<file path="src/rtl/vga_rx_pkg.sv">
// Shared timing defaults, register offsets and STATUS bit positions for the VGA
// timing receiver.
package vga_rx_pkg;

    localparam int DEF_PIX_DIV = 2;
    localparam int DEF_H_TOTAL = 800;
    localparam int DEF_H_SYNC  = 96;
    localparam int DEF_H_BP    = 48;
    localparam int DEF_V_TOTAL = 525;

    typedef enum logic [2:0] {
        REG_CTRL        = 3'd0,
        REG_STATUS      = 3'd1,
        REG_LINE_LEN    = 3'd2,
        REG_HSW         = 3'd3,
        REG_FRAME_LINES = 3'd4,
        REG_CAP_POS     = 3'd5,
        REG_CAP_RGB     = 3'd6,
        REG_FRAME_CNT   = 3'd7
    } reg_ofs_e;

    localparam int ST_HLOCK    = 0;
    localparam int ST_VLOCK    = 1;
    localparam int ST_CAP_DONE = 2;
    localparam int ST_H_ERR    = 3;
    localparam int ST_V_ERR    = 4;
    localparam int ST_HW_ERR   = 5;

    function automatic logic [15:0] sat_inc(input logic [15:0] v);
        return (v == 16'hFFFF) ? v : v + 16'd1;
    endfunction

endpackage

</file>
<file path="src/rtl/vga_sync_meter.sv">
// Edge detector plus saturating counter for one active-low sync; latches the
// period at each falling edge and the low width at each rising edge.
module vga_sync_meter
    import vga_rx_pkg::*;
#(
    parameter bit LATCH_INC = 1'b1
) (
    input  logic        HCLK,
    input  logic        HRESET,
    input  logic        en,
    input  logic        sync,
    input  logic        step,
    input  logic        load_one,
    output logic        fall,
    output logic        rise,
    output logic [15:0] cnt,
    output logic [15:0] meas,
    output logic [15:0] period,
    output logic [15:0] width,
    output logic        period_chk,
    output logic        width_chk
);

    logic sync_d;
    logic armed;

    assign fall = sync_d & ~sync;
    assign rise = ~sync_d & sync;
    assign meas = LATCH_INC ? sat_inc(cnt) : cnt;

    // Nothing is trusted until a falling edge has restarted the counter.
    assign period_chk = en & armed & fall;
    assign width_chk  = en & armed & rise;

    always_ff @(posedge HCLK) begin
        if (HRESET) begin
            sync_d <= 1'b0;
            armed  <= 1'b0;
            cnt    <= '0;
            period <= '0;
            width  <= '0;
        end else begin
            sync_d <= sync;
            if (!en) begin
                cnt   <= '0;
                armed <= 1'b0;
            end else begin
                if (fall) begin
                    cnt    <= {15'd0, load_one};
                    armed  <= 1'b1;
                    period <= meas;
                end else if (step) begin
                    cnt <= sat_inc(cnt);
                end
                if (rise) width <= meas;
            end
        end
    end

endmodule

</file>
<file path="src/rtl/vga_timing_capture.sv">
// AHB-Lite slave that measures an incoming VGA stream's timing, flags deviations
// and captures one pixel at a programmable position.
module vga_timing_capture
    import vga_rx_pkg::*;
#(
    parameter int PIX_DIV = DEF_PIX_DIV,
    parameter int H_TOTAL = DEF_H_TOTAL,
    parameter int H_SYNC  = DEF_H_SYNC,
    parameter int H_BP    = DEF_H_BP,
    parameter int V_TOTAL = DEF_V_TOTAL
) (
    input  logic        HCLK,
    input  logic        HRESET,
    input  logic        HSEL,
    input  logic        HREADY,
    input  logic        HWRITE,
    input  logic [1:0]  HTRANS,
    input  logic [31:0] HADDR,
    input  logic [31:0] HWDATA,
    output logic [31:0] HRDATA,
    output logic        HREADYOUT,
    input  logic        HSYNC_IN,
    input  logic        VSYNC_IN,
    input  logic [7:0]  RGB_IN,
    output logic        IRQ
);

    localparam logic [15:0] LINE_EXP  = 16'(H_TOTAL * PIX_DIV);
    localparam logic [15:0] HSW_EXP   = 16'(H_SYNC * PIX_DIV);
    localparam logic [15:0] FRAME_EXP = 16'(V_TOTAL);
    localparam logic [15:0] X0_HC     = 16'((H_SYNC + H_BP) * PIX_DIV);

    logic       hsync_r, vsync_r;
    logic [7:0] rgb_r;
    logic       acc_q, wr_q;
    reg_ofs_e   ofs_q;
    logic       ctrl_en, ctrl_arm;
    logic [5:2] sticky;
    logic [9:0] cap_x, cap_y;
    logic [1:0] cap_ofs;
    logic [7:0] cap_rgb;
    logic [15:0] frame_cnt;

    logic        h_fall, h_rise, h_pchk, h_wchk;
    logic [15:0] hc, h_meas, line_len, hsw;
    logic        v_fall, v_rise, v_pchk, v_wchk;
    logic [15:0] vc, v_meas, frame_lines, v_width;

    vga_sync_meter #(.LATCH_INC(1'b1)) u_hmeter (
        .HCLK(HCLK), .HRESET(HRESET), .en(ctrl_en), .sync(hsync_r),
        .step(1'b1), .load_one(1'b0), .fall(h_fall), .rise(h_rise),
        .cnt(hc), .meas(h_meas), .period(line_len), .width(hsw),
        .period_chk(h_pchk), .width_chk(h_wchk)
    );

    vga_sync_meter #(.LATCH_INC(1'b0)) u_vmeter (
        .HCLK(HCLK), .HRESET(HRESET), .en(ctrl_en), .sync(vsync_r),
        .step(h_fall), .load_one(h_fall), .fall(v_fall), .rise(v_rise),
        .cnt(vc), .meas(v_meas), .period(frame_lines), .width(v_width),
        .period_chk(v_pchk), .width_chk(v_wchk)
    );

    // Bus handshake: a transfer is taken when HSEL && HREADY && HTRANS[1]; the
    // slave never stalls, so the data phase is always the very next cycle.
    logic wr_en, wr_ctrl, wr_status, wr_cap_pos;
    assign wr_en      = acc_q & wr_q;
    assign wr_ctrl    = wr_en && (ofs_q == REG_CTRL);
    assign wr_status  = wr_en && (ofs_q == REG_STATUS);
    assign wr_cap_pos = wr_en && (ofs_q == REG_CAP_POS);

    logic cap_hit;
    assign cap_hit = ctrl_en && ctrl_arm && (vc == 16'(cap_y) + 16'd1)
                  && (hc == X0_HC + 16'(cap_x) * 16'(PIX_DIV) + {14'd0, cap_ofs});

    logic [5:2] set_c, clr_c;
    always_comb begin
        set_c = '0;
        set_c[ST_CAP_DONE] = cap_hit;
        set_c[ST_H_ERR]    = h_pchk && (h_meas != LINE_EXP);
        set_c[ST_HW_ERR]   = h_wchk && (h_meas != HSW_EXP);
        set_c[ST_V_ERR]    = v_pchk && (v_meas != FRAME_EXP);
        clr_c = '0;
        if (wr_status) clr_c = HWDATA[5:2];
        if (wr_ctrl && HWDATA[1]) clr_c[ST_CAP_DONE] = 1'b1;
    end

    always_ff @(posedge HCLK) begin
        if (HRESET) begin
            hsync_r   <= 1'b0;
            vsync_r   <= 1'b0;
            rgb_r     <= '0;
            acc_q     <= 1'b0;
            wr_q      <= 1'b0;
            ofs_q     <= REG_CTRL;
            ctrl_en   <= 1'b0;
            ctrl_arm  <= 1'b0;
            sticky    <= '0;
            cap_x     <= '0;
            cap_y     <= '0;
            cap_ofs   <= '0;
            cap_rgb   <= '0;
            frame_cnt <= '0;
        end else begin
            hsync_r <= HSYNC_IN;
            vsync_r <= VSYNC_IN;
            rgb_r   <= RGB_IN;
            acc_q   <= HSEL & HREADY & HTRANS[1];
            wr_q    <= HWRITE;
            ofs_q   <= reg_ofs_e'(HADDR[4:2]);
            // Hardware sets take priority over same-cycle W1C.
            sticky  <= (sticky & ~clr_c) | set_c;
            if (wr_ctrl) begin
                ctrl_en  <= HWDATA[0];
                ctrl_arm <= HWDATA[1];
            end
            if (cap_hit) begin
                ctrl_arm <= 1'b0;
                cap_rgb  <= rgb_r;
            end
            if (wr_cap_pos) begin
                cap_x   <= HWDATA[9:0];
                cap_y   <= HWDATA[25:16];
                cap_ofs <= HWDATA[29:28];
            end
            if (!ctrl_en)    frame_cnt <= '0;
            else if (v_fall) frame_cnt <= frame_cnt + 16'd1;
        end
    end

    logic hlock, vlock;
    assign hlock = (line_len == LINE_EXP);
    assign vlock = (frame_lines == FRAME_EXP);

    always_comb begin
        HRDATA = '0;
        if (acc_q && !wr_q) begin
            case (ofs_q)
                REG_CTRL:        HRDATA = {30'd0, ctrl_arm, ctrl_en};
                REG_STATUS:      HRDATA = {26'd0, sticky, vlock, hlock};
                REG_LINE_LEN:    HRDATA = {16'd0, line_len};
                REG_HSW:         HRDATA = {16'd0, hsw};
                REG_FRAME_LINES: HRDATA = {16'd0, frame_lines};
                REG_CAP_POS:     HRDATA = {2'b00, cap_ofs, 2'b00, cap_y, 6'd0, cap_x};
                REG_CAP_RGB:     HRDATA = {24'd0, cap_rgb};
                REG_FRAME_CNT:   HRDATA = {16'd0, frame_cnt};
                default:         HRDATA = '0;
            endcase
        end
    end

    assign HREADYOUT = 1'b1;
    assign IRQ = sticky[ST_H_ERR] | sticky[ST_V_ERR] | sticky[ST_HW_ERR];

    logic unused_bits;
    assign unused_bits = &{1'b0, HADDR[31:5], HADDR[1:0], HTRANS[0], HWDATA[31:30],
                           HWDATA[27:26], HWDATA[15:10], h_rise, v_rise, v_wchk, v_width};

endmodule

</file>
<file path="config.mk">
export PLATFORM = sky130hd
export DESIGN_NAME = vga_timing_capture
export DESIGN_NICKNAME = d
export VERILOG_FILES = /design/src/rtl/vga_rx_pkg.sv /design/src/rtl/vga_sync_meter.sv /design/src/rtl/vga_timing_capture.sv
export SDC_FILE = /design/constraint.sdc
export NUM_CORES = 1
export LEC_CHECK = 0
export CORE_UTILIZATION = 45
export CTS_CLUSTER_DIAMETER = 40
export DETAILED_ROUTE_END_ITERATION = 8
export GPL_TIMING_DRIVEN = 0
export PLACE_DENSITY = 0.73
export SLEW_MARGIN = 10
export SYNTH_ARGS = -nofsm -noshare
export SYNTH_HDL_FRONTEND = slang
export SYNTH_SLANG_ARGS = --single-unit
</file>
<file path="constraint.sdc">
create_clock -name HCLK -period 3.1 [get_ports HCLK]
set_input_delay 0.465 -clock HCLK [delete_from_list [all_inputs] [get_ports HCLK]]
set_output_delay 0.465 -clock HCLK [all_outputs]
set_load 0.01 [all_outputs]
</file>
[Word-level counts from Yosys, hierarchy flattened]
Cells that the tools add are included.
Word-level totals
  register bits after elaboration: 151
  logic and storage cells: 99
  output and inout bits: 34
  bits of input ports: 81
Cells by class
  $add $sub $neg: 6
  muxes and demuxes: 8
  bitwise logic cells: 21
  reductions and logical operators: 23
  eq/ne operators: 17
Operators by type and width (count)
  32-bit one-hot mux with 8 select lines: 1
  16-bit by 1-bit adder with 16-bit output, second input constant: 3
  16-bit equality test, second input constant: 2
  32-bit two-way mux: 1
  16-bit by 10-bit equality test with 1-bit output, second input constant: 1
  16-bit by 11-bit equality test with 1-bit output: 1
  16-bit by 11-bit equality test with 1-bit output, second input constant: 1
  16-bit by 13-bit equality test with 1-bit output: 1
  16-bit two-way mux: 1
  16-bit by 10-bit != test with 1-bit output, second input constant: 1
  16-bit by 11-bit != test with 1-bit output, second input constant: 1
  16-bit by 8-bit != test with 1-bit output, second input constant: 1
  12-bit by 2-bit adder with 13-bit output: 1
  9-bit by 11-bit adder with 12-bit output, first input constant: 1
  3-bit equality test, second input constant: 4
  10-bit by 1-bit adder with 11-bit output, second input constant: 1
  1-bit AND: 11
  1-bit logical AND: 11
  2-bit AND reduction: 5
  3-bit by 2-bit equality test with 1-bit output, second input constant: 2
  3-bit OR reduction: 2
  1-bit inverter: 5
  4-bit AND: 1
  1-bit two-way mux: 4
  10 further kinds: 12

[Logic depth before layout (Yosys ltp)]
  depth in word-level cells: 7
  depth in mapped cells: 10
  depth with buffers taken out: 9

[Cells and area by module]
Synthesis repeated with hierarchy kept, for this count alone.
Unflattened totals
  cells, all modules: 1117
  area total of the unflattened synthesis: 8934.8 µm²
By module, submodules not included
  vga_timing_capture: cells each 557, sequential area each 1341.3 µm², instances 1, area an instance 4345.4 µm²
  vga_sync_meter (u_hmeter): cells each 294, sequential area each 1001.0 µm², instances 1, area an instance 2463.6 µm²
  vga_sync_meter (u_vmeter): cells each 266, sequential area each 1001.0 µm², instances 1, area an instance 2125.8 µm²

[Least setup slack after synthesis]
OpenSTA, ideal clock, no wires.
  path kind: reg-to-reg
  from: reg cap_x[0]
  to: reg cap_rgb[0]
  setup slack: 0.733 ns
  required time: 2.968 ns
  path buffers: 0
  stages on the path, launching flop included: 10
  arrival time: 2.235 ns
  setup time: 0.132 ns
  clock period less this slack: 2.367 ns
  path through: dfxtp_1 ha_1 ha_1 a311oi_4 nand2_1 nor4_1 a211oi_2 a211o_2 o21ai_1 a21oi_1
Between the ends
  cells in the longest elaborated chain, start to end: 4
Ends and longest elaborated chain
  from (decl): line vga_timing_capture.sv:39  | logic [9:0] cap_x, cap_y;
  from (signal assigned): line vga_timing_capture.sv:121  | cap_x <= HWDATA[9:0];
  9-bit by 11-bit adder with 12-bit output: line vga_timing_capture.sv:73  | && (hc == X0_HC + 16'(cap_x) * 16'(PIX_DIV) + {14'd0, cap_ofs});
  12-bit by 2-bit adder with 13-bit output: line vga_timing_capture.sv:73
  16-bit by 13-bit equality test with 1-bit output: line vga_timing_capture.sv:73
  1-bit logical AND: line vga_timing_capture.sv:73
  to (signal assigned): line vga_timing_capture.sv:118  | cap_rgb <= rgb_r;
  to (decl): line vga_timing_capture.sv:41  | logic [7:0] cap_rgb;
Every way passes these cells.
A chain may end at the register's enable or synchronous reset.

[Worst setup path after layout]
  from: reg ofs_q[0]
  to: out HRDATA[1]
Between the ends
  cells in the longest elaborated chain, start to end: 3
  elaborated cells on any way between the ends: 10
  those cells by class: eq/ne (7); mux (2); reduce/logical (1)
Ends and longest elaborated chain
  from (decl): line vga_timing_capture.sv:36  | reg_ofs_e ofs_q;
  from (signal assigned): line vga_timing_capture.sv:109  | ofs_q <= reg_ofs_e'(HADDR[4:2]);
  3-bit equality test, or another cell as far along: line vga_timing_capture.sv:137  | case (ofs_q)
  32-bit one-hot mux with 8 select lines (*): line vga_timing_capture.sv:137
  32-bit two-way mux (*): line vga_timing_capture.sv:136  | if (acc_q && !wr_q) begin
  to (decl): line vga_timing_capture.sv:20  | output logic [31:0] HRDATA,
Mark *: on every way between the ends. The rest lies on a longest branch, timed or not. The select of a mux whose other input is x is not followed.

==> impl_metrics.toml <==
[timing]
fin_skew_ns = 0.01046
final_min_period_over_clock_period_pct = 97.99
final_hold_viol_count = 0
normalized_max_slew_margin_pct = 53.10
finalSetupTns_ns = 0
worst_pin_slew_ns = 0.7019
grt_setup_unrepaired = "no"
setup_viol = 0
final.min_clock_period_ns = 3.038
timing.fmax_mhz = 329.2
slew_viol_final = 0

[synthesis]
postSynthCellCount = 976
synth.top_cells.by_area = "dfxtp_1 (38%), nand2_1 (7.3%), a21oi_1 (5.7%)"
ys_seq_area_share_pct = 38.40
synth_ff_type = "dfxtp_1"
yosysTopAreaCell = "dfxtp_1"
netlist-cell-type-count = 76
ys_warn_count = 0
synth_top_cell_area_share_pct = 38.40
postSynthAreaPerCell_um2 = 8.066
synthMostInstantiatedCell = "nand2_1"
async_reset_ff_share_pct = 0
syn-cell-area_um2 = 7873
synth_edf_count = 0
ys_seq_elements = 151
synth.top_cells.by_count = "nand2_1 (154), dfxtp_1 (151), nor2_1 (104)"

[die]
floorplan_core_area_um2 = 16820
floorplan.die_area_um2 = 18030
floorplan.initialDensity_pct = 46.81
die_width_um = 134.3
die_height_um = 134.3
placementRows = 47
boundaryPins = 115

[final_layout]
post_route_cells_drive_above_1_share_pct = 9.528
num-fill-cells = 1549
insertedDiodeCount = 0
postLayoutCoreUtil_pct = 56.61
area_growth_from_synthesis_to_final_layout_pct = 20.95
layout.nets = 1157

[power_and_ir_drop]
power_density_nw_per_um2 = 436.6
power.static_leakage_nw = 3.178
vdd_ir_drop_max_v = 0.0004806

[setup_path]
crit_path_max_fanout = 10
timing.setup.critical_path_class = "reg -> out"
worstPathArrival_ns = 2.57
critical_path.startpoint_type = "flop"
critical_path.endpoint_type = "output pin"
required_time_of_the_critical_path_ns = 2.63

[clock_tree]
cts_tree = "yes"
clkTransAtPathRegs_ns = 0.07
cts_max_level = 4
ctsRootBufferMaster = "clkbuf_16"
cts_buffer_depth = 2
insertion_delay_ns = 0.43
clock_sinks = 151
cts-buffers-inserted = 17

[global_routing]
first_global_vias = 6926
largest_net_degree_at_the_start_of_global_routing = 17
globalRouteMet3Util_pct = 7.521
grt_overflow_total = 0
top_usage_layer = "met2"
globalRouteMet2Util_pct = 40.27
antenna_violations_before_repair = 0
grt_usage_pct = 26.56
first_pass_grt_wire_length_mm = 36.61
met1_usage_pct = 35.42

[routing]
drt-wirelength-per-cell_um = 17.65
detailedRoute.firstPassIterationCount = 5
antenna_left = 0
viasPerCell = 5.722
drt_drc_violations_left = 0
drt_wl_total_mm = 22.96
via_count = 7444
drtIter0Drc = 791

[place]
dp_hpwl_mm = 16.97
port-buffer-count = 69
gp_routability_congestion = 0.9230

[flow_run]
drv.max_cap_violation_count = 0

[worst_hold_path]
hold_path_class = "reg -> reg"

[run_status]
run_status = "finished, final reports clean"
[registers in the layout, summed over array words and instances, names as in the netlist]
register	cells
frame_cnt	16
u_hmeter.cnt	16
u_hmeter.period	16
u_hmeter.width	16
u_vmeter.cnt	16
u_vmeter.period	16
cap_x	10
cap_y	10
cap_rgb	8
rgb_r	8
sticky	4
ofs_q	3
cap_ofs	2
acc_q	1
ctrl_arm	1
ctrl_en	1
hsync_r	1
u_hmeter.armed	1
u_hmeter.sync_d	1
u_vmeter.armed	1
u_vmeter.sync_d	1
vsync_r	1
wr_q	1
[report_power, final]
group          internal [W]  total (W)  switching [W]  leakage, nW
combinational     0.0000846   0.000177      0.0000919         1.68
sequential          0.00195    0.00196     0.00000736         1.22
clock               0.00113    0.00202       0.000897        0.280
total               0.00316    0.00416       0.000996         3.18
[layout by cell type, fill, tap and decap left out, types with 20 or more instances in the layout]
cell type / synthesis / routed
xor2_1: 35 / 35
a211oi_1: 24 / 24
clkbuf_1: 54 / 44
nand3_1: 33 / 33
dfxtp_1: 151 / 151
xnor2_1: 20 / 20
nand2_1: 154 / 154
clkdlybuf4s50_1: 0 / 68
nor2b_1: 29 / 28
nor2_1: 104 / 103
a21oi_1: 90 / 90
[per-layer routing]
metal	vias to the layer above	share of wire, %
li1	3590	-
met1	3478	44
met2	331	44
met3	45	9.6
met4	0	2.7
met5	-	0
[through the flow]
step	cell area (µm²)	std cells	hold WS, ns	power (W)	setup WS (ns)
finish	9522	1301	0.4528	0.004157	0.06229
global route	9522	1301	0.4905	0.004289	0.008305
CTS	9450	1299	0.4555	0.004171	0.002759
detailed placement	8850	1268	0.4465	0.002168	-0.2243
global placement	8850	1268	0.4389	0.002166	-0.2365
floorplan	7884	979	0.4329	0.002081	0.7326
[timing repair]
item                                    CTS  global route
gates resized for setup                  17            17
pin swaps                                 0             1
endpoints found under the setup margin   26            27
buffers inserted                          0             2
hold buffers                              0             0
[path summary, 6_finish.rpt]
check,depth (start not counted),start,slack (ns),end
max,7,ofs_q[0]$_SDFF_PP0_,0.06,HRDATA[1]
min,2,u_hmeter.width[14]$_SDFFE_PP0P_,0.45,u_hmeter.width[14]$_SDFFE_PP0P_
max reg2reg,9,cap_x[0]$_SDFFE_PP0P_,0.30,cap_rgb[2]$_SDFFE_PP0P_
min reg2reg,2,u_hmeter.width[14]$_SDFFE_PP0P_,0.45,u_hmeter.width[14]$_SDFFE_PP0P_
[worst max-delay path, cell delays in order (launching register included)]
cell,delay [ns]
dfxtp_1,0.39
buf_6,0.17
buf_6,0.17
nor4b_1,0.26
nand4_1,0.17
a21oi_1,0.19
o221a_2,0.25
clkdlybuf4s50_1,0.54
[cell families after synthesis]
kind of cell / after synthesis / share of synthesized area [%]
mux: 33 / 5.293
buf+inv: 83 / 4.656
compound gates: 201 / 16.86
simple gates: 443 / 27.16
flops: 151 / 38.40
xor+xnor: 56 / 6.421
fa+ha+maj: 7 / 1.112
other cells: 2 / 0.09539
[cell type report]
| class | count | area (µm²) | share of cell area, % |
|---|---|---|---|
| multi-input combinational | 745 | 4532 | 47.60 |
| sequential | 151 | 3023 | 31.75 |
| timing repair buffer | 71 | 720.7 | 7.569 |
| clock buffer | 17 | 425.4 | 4.468 |
| buffer | 74 | 371.6 | 3.903 |
| tap | 220 | 275.3 | 2.891 |
| clock inverter | 14 | 140.1 | 1.472 |
| inverter | 9 | 33.78 | 0.3548 |
Power figures use the tool's default switching activity.
